**config.mk**
```make
export PLATFORM = sky130hd
export DESIGN_NAME = ula_arbiter
export DESIGN_NICKNAME = d
export VERILOG_FILES = /design/src/rtl/ula_arbiter.sv
export SDC_FILE = /design/constraint.sdc
export NUM_CORES = 1
export LEC_CHECK = 0
export ABC_AREA = 1
export BUFFER_PORTS_ARGS = -buffer_cell sky130_fd_sc_hd__buf_4
export CORE_MARGIN = 2
export CORE_UTILIZATION = 50
export CTS_CLUSTER_SIZE = 40
export DETAILED_ROUTE_END_ITERATION = 10
export GPL_TIMING_DRIVEN = 0
export PLACE_DENSITY = 0.77
export SYNTH_ARGS = -nofsm -noshare
export SYNTH_HDL_FRONTEND = slang
export SYNTH_SLANG_ARGS = --single-unit
```
**constraint.sdc**
```tcl
create_clock -name clk_in -period 2.6 [get_ports clk_in]
set_clock_uncertainty 0.1 [all_clocks]
set_input_delay 0.65 -clock clk_in [delete_from_list [all_inputs] [get_ports clk_in]]
set_output_delay 0.65 -clock clk_in [all_outputs]
set_load 0.02 [all_outputs]
```
**src/rtl/ula_arbiter.sv**
```systemverilog
// ula_arbiter: shares one combinational ula between two requesters.
// Each requester hands over op/a/b on a valid/ready handshake. The winner's
// operands are captured, the ula result is registered, and the result is
// returned on that requester's response channel. Responses support
// backpressure, and only one operation is in flight at a time.
//
// Arbitration is round-robin by default. Define ULA_ARB_FIXED_PRIO_EN to give
// req0 fixed priority instead; in that mode req1 can starve.
//
// ula opcode map: 0 add, 1 sub, 2 and, 3 or, 4 xor, 5 not a,
// 6 shift left, 7 logical shift right. Any other opcode yields 0.
// A shift amount >= BITS yields 0.
module ula_arbiter #(
  parameter int BITS = 8,
  parameter int OP   = 8
) (
  input  logic            clk_in,
  input  logic            rst_in,
  input  logic            req0_valid_in,
  output logic            req0_ready_out,
  input  logic [OP-1:0]   req0_op_in,
  input  logic [BITS-1:0] req0_a_in,
  input  logic [BITS-1:0] req0_b_in,
  output logic            rsp0_valid_out,
  input  logic            rsp0_ready_in,
  output logic [BITS-1:0] rsp0_result_out,
  input  logic            req1_valid_in,
  output logic            req1_ready_out,
  input  logic [OP-1:0]   req1_op_in,
  input  logic [BITS-1:0] req1_a_in,
  input  logic [BITS-1:0] req1_b_in,
  output logic            rsp1_valid_out,
  input  logic            rsp1_ready_in,
  output logic [BITS-1:0] rsp1_result_out
);

  typedef enum logic [1:0] {
    IDLE = 2'd0,
    EXEC = 2'd1,
    RESP = 2'd2
  } state_t;

  state_t          state_q, state_d;
  logic [OP-1:0]   op_q, op_d;
  logic [BITS-1:0] a_q, a_d;
  logic [BITS-1:0] b_q, b_d;
  logic            id_q, id_d;
  logic [BITS-1:0] result_q, result_d;
`ifndef ULA_ARB_FIXED_PRIO_EN
  logic            last_q, last_d;
`endif

  logic grantValid;
  logic grantId;
  logic rspReady;

  // The shared ula: pure combinational function of the captured operands.
  // SystemVerilog shifts by an amount >= the operand width already give 0.
  function automatic logic [BITS-1:0] ulaEval(
    input logic [OP-1:0]   op,
    input logic [BITS-1:0] a,
    input logic [BITS-1:0] b
  );
    logic [BITS-1:0] r;
    case (op)
      OP'(0):  r = a + b;
      OP'(1):  r = a - b;
      OP'(2):  r = a & b;
      OP'(3):  r = a | b;
      OP'(4):  r = a ^ b;
      OP'(5):  r = ~a;
      OP'(6):  r = a << b;
      OP'(7):  r = a >> b;
      default: r = '0;
    endcase
    return r;
  endfunction

  // Pick a winner among the valid requesters. A tie goes to whoever was not
  // served last, or always to req0 when fixed priority is enabled.
  always_comb begin
    grantValid = req0_valid_in | req1_valid_in;
`ifdef ULA_ARB_FIXED_PRIO_EN
    grantId = ~req0_valid_in;
`else
    if (req0_valid_in && req1_valid_in) begin
      grantId = ~last_q;
    end else begin
      grantId = ~req0_valid_in;
    end
`endif
  end

  // Next-state and output logic. While reset is high every output is held
  // at 0, so no handshake can complete in a reset cycle.
  always_comb begin
    state_d  = state_q;
    op_d     = op_q;
    a_d      = a_q;
    b_d      = b_q;
    id_d     = id_q;
    result_d = result_q;
`ifndef ULA_ARB_FIXED_PRIO_EN
    last_d   = last_q;
`endif
    req0_ready_out  = 1'b0;
    req1_ready_out  = 1'b0;
    rsp0_valid_out  = 1'b0;
    rsp1_valid_out  = 1'b0;
    rsp0_result_out = '0;
    rsp1_result_out = '0;
    rspReady = id_q ? rsp1_ready_in : rsp0_ready_in;

    case (state_q)
      IDLE: begin
        req0_ready_out = ~rst_in & grantValid & ~grantId;
        req1_ready_out = ~rst_in & grantValid & grantId;
        if (grantValid) begin
          state_d = EXEC;
          id_d    = grantId;
          op_d    = grantId ? req1_op_in : req0_op_in;
          a_d     = grantId ? req1_a_in  : req0_a_in;
          b_d     = grantId ? req1_b_in  : req0_b_in;
        end
      end
      EXEC: begin
        result_d = ulaEval(op_q, a_q, b_q);
        state_d  = RESP;
      end
      RESP: begin
        rsp0_valid_out  = ~rst_in & ~id_q;
        rsp1_valid_out  = ~rst_in & id_q;
        rsp0_result_out = rsp0_valid_out ? result_q : '0;
        rsp1_result_out = rsp1_valid_out ? result_q : '0;
        if (rspReady) begin
          state_d = IDLE;
`ifndef ULA_ARB_FIXED_PRIO_EN
          last_d  = id_q;
`endif
        end
      end
      default: begin
        state_d = IDLE;
      end
    endcase
  end

  // State and datapath registers. Reset drops any in-flight operation.
  always_ff @(posedge clk_in) begin
    if (rst_in) begin
      state_q  <= IDLE;
      op_q     <= '0;
      a_q      <= '0;
      b_q      <= '0;
      id_q     <= 1'b0;
      result_q <= '0;
`ifndef ULA_ARB_FIXED_PRIO_EN
      last_q   <= 1'b1;
`endif
    end else begin
      state_q  <= state_d;
      op_q     <= op_d;
      a_q      <= a_d;
      b_q      <= b_d;
      id_q     <= id_d;
      result_q <= result_d;
`ifndef ULA_ARB_FIXED_PRIO_EN
      last_q   <= last_d;
`endif
    end
  end

endmodule
```
### Word-level counts from Yosys, hierarchy flattened

Index checks and enable logic that the tools add are counted.
W data, S select, Z words.

| cells by class | value |
|---|---|
| equality and inequality tests | 11 |
| $add $sub $neg | 2 |
| reductions and logical operators | 6 |
| multiplexer cells | 17 |
| shift-type cells | 2 |
| bitwise logic cells | 15 |

Operators with widths:

| kind | number |
|---|---|
| $pmux W8 S8 | 1 |
| $mux W8 | 7 |
| $eq A8 B3 Y1 const B | 4 |
| $eq A8 B2 Y1 const B | 2 |
| $add A8 B8 Y8 | 1 |
| $and A8 B8 Y8 | 1 |
| $eq A8 B1 Y1 const B | 1 |
| $logic_not A8 Y1 | 1 |
| $not A8 Y8 | 1 |
| $or A8 B8 Y8 | 1 |
| $shl A8 B8 Y8 | 1 |
| $shr A8 B8 Y8 | 1 |
| $sub A8 B8 Y8 | 1 |
| $xor A8 B8 Y8 | 1 |
| $mux W1 | 6 |
| $pmux W2 S3 | 1 |
| $reduce_and A2 Y1 | 3 |
| $and A1 B1 Y1 | 5 |
| $not A1 Y1 | 5 |
| $mux W2 | 2 |
| $ne A2 B2 Y1 const B | 2 |
| $eq A2 B1 Y1 const B | 1 |
| $eq A2 B2 Y1 const B | 1 |
| $logic_not A2 Y1 | 1 |
| 2 further kinds | 2 |

| storage, ports and cells | value |
|---|---|
| output and inout bits | 20 |
| bits of input ports | 54 |
| word-level logic and storage cells | 60 |
| register bits | 36 |

### Depth between registers and ports, before layout

| logic depth | value |
|---|---|
| depth in word-level cells | 5 |
| mapped depth | 19 |
| gate-level depth less buffers | 18 |

### Worst setup path after synthesis

No wires, ideal clock.

| path | value |
|---|---|
| path type | reg-to-reg |
| start | register b_q[1] |
| end | register result_q[5] |
| stages on the path, launching flop included | 16 |
| path buffers | 1 |
| arrival time | 2.333 ns |
| clock period less this slack | 2.565 ns |
| data required time | 2.368 ns |
| path slack | 0.035 ns |
| setup time | 0.132 ns |
| cell sequence | dfxtp_1 > clkbuf_1 > inv_1 > ha_1 > a21oi_1 > xor2_1 > ha_1 > a21oi_1 > nand2_1 > nand3_1 > nand2_1 > or2_2 > nand3_1 > nand3_1 > nand2_1 > a21oi_1 |

| on the way | value |
|---|---|
| cells in the longest elaborated chain, start to end | 2 |
| elaborated cells on any way between the ends | 5 |
| those cells by class | add/sub (2); shift (2); mux (1) |

Ends and longest elaborated chain:

| what | RTL line | text |
|---|---|---|
| start: declaration | 46 | `logic [BITS-1:0] b_q, b_d;` |
| start signal: assignment | 154 | `b_q <= '0;` |
| start signal: assignment | 164 | `b_q <= b_d;` |
| $sub A8 B8 Y8 (tied with other cells) | 67 | `OP'(1): r = a - b;` |
| $pmux W8 S8 * | 65 | `case (op)` |
| end signal: assignment | 166 | `result_q <= result_d;` |
| end: declaration | 48 | `logic [BITS-1:0] result_q, result_d;` |

Mark *: on every way between the ends. The rest lies on a longest branch, timed or not.
A chain may end at the register's enable or synchronous reset.

### Worst setup path after layout

| path | value |
|---|---|
| start | register b_q[0] |
| end | register result_q[3] |

Same word-level chain as after synthesis.

==> results.md <==
* Beginning of the worst register-to-register path: b_q[0]
* Antenna violations before repair at 0
* Number of buffers between clock root and the deepest sink at 2
* Crit path buffers/inverters at 2
* Final #Nets at 744
* Master of the slowest instance on the critical path: dfxtp_4
* Number of ports placed on the die boundary at 74
* Maximum cell stage delay along the critical path at 0.38 ns
* Max-cap violations at 0
* Clock edge transition at the registers on the reported setup and hold paths at 0.08 ns
* TritonCTS buffer count at 5
* Layout Utilization at 69.3%
* Die area at 7230 um2
* Sink count of the clock tree at 36
* Proportion of synthesized chip area in sequential cells at 22.0%
* VDD IR max at 0.409 mV
* Top-count cell post-synth: nand2_1
* Core footprint at 6350 um2
* Net count of the mapped netlist at 644
* Die extent in y at 85.0 um
* Placement Cell Area at 3930 um2
* Fraction of final layout cells sized beyond drive strength 1 at 24.8%
* Top cell type's share of synthesized area at 22.0%
* H-tree lvl count at 2
* Max Fclk at 377 MHz
* Final slew viol count at 0
* Start-to-end type of the worst setup path: register to register
* Reg-to-Reg End: result_q[3]
* Failing checks: setup timing
* Yosys top cell by area: dfxtp_1
* Synth Warn # at 0
* Clock Latency Late Sink at 0.29 ns
* Routed wire length at 10600 um
* Via count of the first global-routing pass at 3684
* Overall track demand over capacity in global routing at 28.8%
* Clock tree from TritonCTS: done
* Place WS at -0.526 ns
* Post-synthesis area per instance at 5.81 um2
* Status: finished with violations
* Number of distinct library cells after synthesis at 34
* Ys async rst share at 0%
* Initial standard-cell utilization of the core at 51.7%
* Cell area after synthesis at 3280 um2
* Setup Total Neg Slack at -0.0509 ns
* Main flop type after synthesis: dfxtp_1
* Unrepaired setup endpoints after global routing: yes
* Vias per cell at 5.50
* Largest cells by area after synthesis: dfxtp_1, nand2_1, ha_1
* Critical path, cell by cell: clkinvlp_4 > ha_2 > a21oi_2 > xor2_1 > ha_1 > a21oi_1 > nand2_1 > buf_4 > a21oi_1 > o21a_1 > nor2_1 > nand2_1 > nand2_1 > a21oi_1
* Largest net degree at the start of global routing at 14
* Final weighted congestion in routability-driven placement at 0.972
* Sum of net half-perimeters after detailed placement at 8230 um
* Required time of the critical path at 2.73 ns
* Period minus WS final at 2.65 ns
* Part of the cycle the worst path needs at 102%
* Final setup viols at 2
* Number of search-and-repair iterations in the first detailed-routing pass at 6
* Area Growth Syn to Fin at 34.2%
* Number of DRC markers after the initial detailed-route iteration at 357
* Global route overflow at 0
* Reg-to-reg slack, setup at -0.05 ns
* Relative max-transition margin at 58.3%
* Depth of the most critical reg-to-reg path at 14
* Cell family with most CP delay: compound AO/OA/AOI/OAI gates
* Capturing element of the worst setup path: result_q[3]
* Final antenna-violating net count at 0
* Worst setup SP type: register
* Vias at 4085
* Stages on the worst setup path at 14
* DRC violation count after routing at 0
* Post-synth EDFFs at 0
* Number of standard cells after synthesis at 565
* Standby leakage power at 2.13 nW
* Count of buffers inserted at the top-level ports at 73
* Crit. Startpoint: b_q[0]
* Tightest hold margin at 0.371 ns
* Final hold vios at 0
* Filler cells at 602
* Worst slew pin tran at 0.622 ns
* Die width at 85.0 um
* Cell row count at 29
* Cell at the root of the clock tree: clkbuf_8
* Final worst-path setup slack at -0.0504 ns
* Final routed wire length divided by cell count at 14.2 um
* Final Cell Area at 4400 um2
* Cell types with the highest counts after synthesis: nand2_1, nor2_1, inv_1
* Crit. End Element: register
* Type of the most critical hold path: register to register
* Power per Cell Area at 542 nW/um2
* Crit path DAT at 2.78 ns
* Global-route wire length before repair at 16900 um
* Number of antenna repair diodes at 0
* Post-synthesis register bit count at 36
* Crit Path Max Fanout at 6
cells in the final DEF, fill, tap and decap left out, types with 2 or more instances in the layout:
cell          n
o31ai_2       2
nand4_1      12
clkinvlp_4    3
nand3_4       3
nand3_1      39
a31oi_1      24
a21oi_1      18
buf_4        94
clkbuf_8      5
nor2_4        5
nor2_2        7
inv_1        46
o211ai_1      4
xor2_1        4
nor2_1       66
buf_2         2
ha_1         21
inv_4         2
o21a_1        3
nor3_1        4
inv_2        11
nand2_1     171
dfxtp_1      30
nand2_2       5
o21ai_0      37
ha_2          2
clkbuf_1     13
buf_6         3
dfxtp_4       3
dfxtp_2       3
kinds of logic after synthesis:
family | count (synthesis) | synth area share [%]
and+or+nand+nor | 318 | 40.3
AOI/OAI and AO/OA | 96 | 16.5
buffers and inverters | 84 | 9.87
DFF | 36 | 22.0
adders and majority gates | 25 | 9.76
xor gates and xnor gates | 6 | 1.60
report_power, final:
part	switching [W]	internal (W)	leakage (nW)
sequential	0.0000894	0.000614	0.300
clock	0.000218	0.000284	0.0541
combinational	0.000681	0.000500	1.78
total	0.000989	0.00140	2.13
timing repair:
action | 4_1_cts | 5_1_grt
resized for setup | 20 | 44
setup buffers | 3 | 19
pin swaps | 2 | 20
setup endpoints to repair | 9 | 8
hold buffers | 0 | 0
metal layers:
layer  global-route usage (%)  share of wire [%]
met1                     37.8                 43
met2                     47.9                 46
met3                     3.89                7.0
met4                     10.8                3.4
met5                        0                  0
state kept, by name, indices dropped and copies added, names as in the netlist:
name,count
a_q,8
b_q,8
op_q,8
result_q,8
state_q,2
id_q,1
last_q,1
worst min-delay path by stage:
stage | startpoint | to | cells after the start
floorplan | result_q[0] | result_q[0] | 2
global placement | result_q[0] | result_q[0] | 2
detailed placement | result_q[5] | result_q[5] | 2
CTS | result_q[5] | result_q[5] | 2
global route | result_q[5] | result_q[5] | 2
finish | result_q[3] | result_q[3] | 2
through the flow:
stage                     total power (W)  std cells
after floorplan                   0.00134        565
after global placement            0.00161        715
after detailed placement          0.00163        715
after CTS                         0.00216        724
after global routing              0.00256        743
final                             0.00239        743
worst register-to-register path: stages (launching register included):
cell and delay [ns]:
dfxtp_4 0.38, clkinvlp_4 0.12, ha_2 0.21, a21oi_2 0.13, xor2_1 0.21, ha_1 0.32
a21oi_1 0.18, nand2_1 0.13, buf_4 0.16, a21oi_1 0.16, o21a_1 0.18, nor2_1 0.07
nand2_1 0.07, nand2_1 0.06, a21oi_1 0.12
area by class of cell:
| class | instances | area [um2] | share of cell area (%) |
|---|---|---|---|
| clock inverters | 3 | 42.5 | 0.966 |
| flip-flops and latches | 36 | 736 | 16.7 |
| multi-input cells | 445 | 2380 | 54.1 |
| repair buffers | 95 | 729 | 16.6 |
| plain buffers | 20 | 101 | 2.30 |
| inverters | 62 | 245 | 5.57 |
| well taps | 77 | 96.3 | 2.19 |
| clock buffers | 5 | 68.8 | 1.56 |
(Power assumes the default switching activity.)
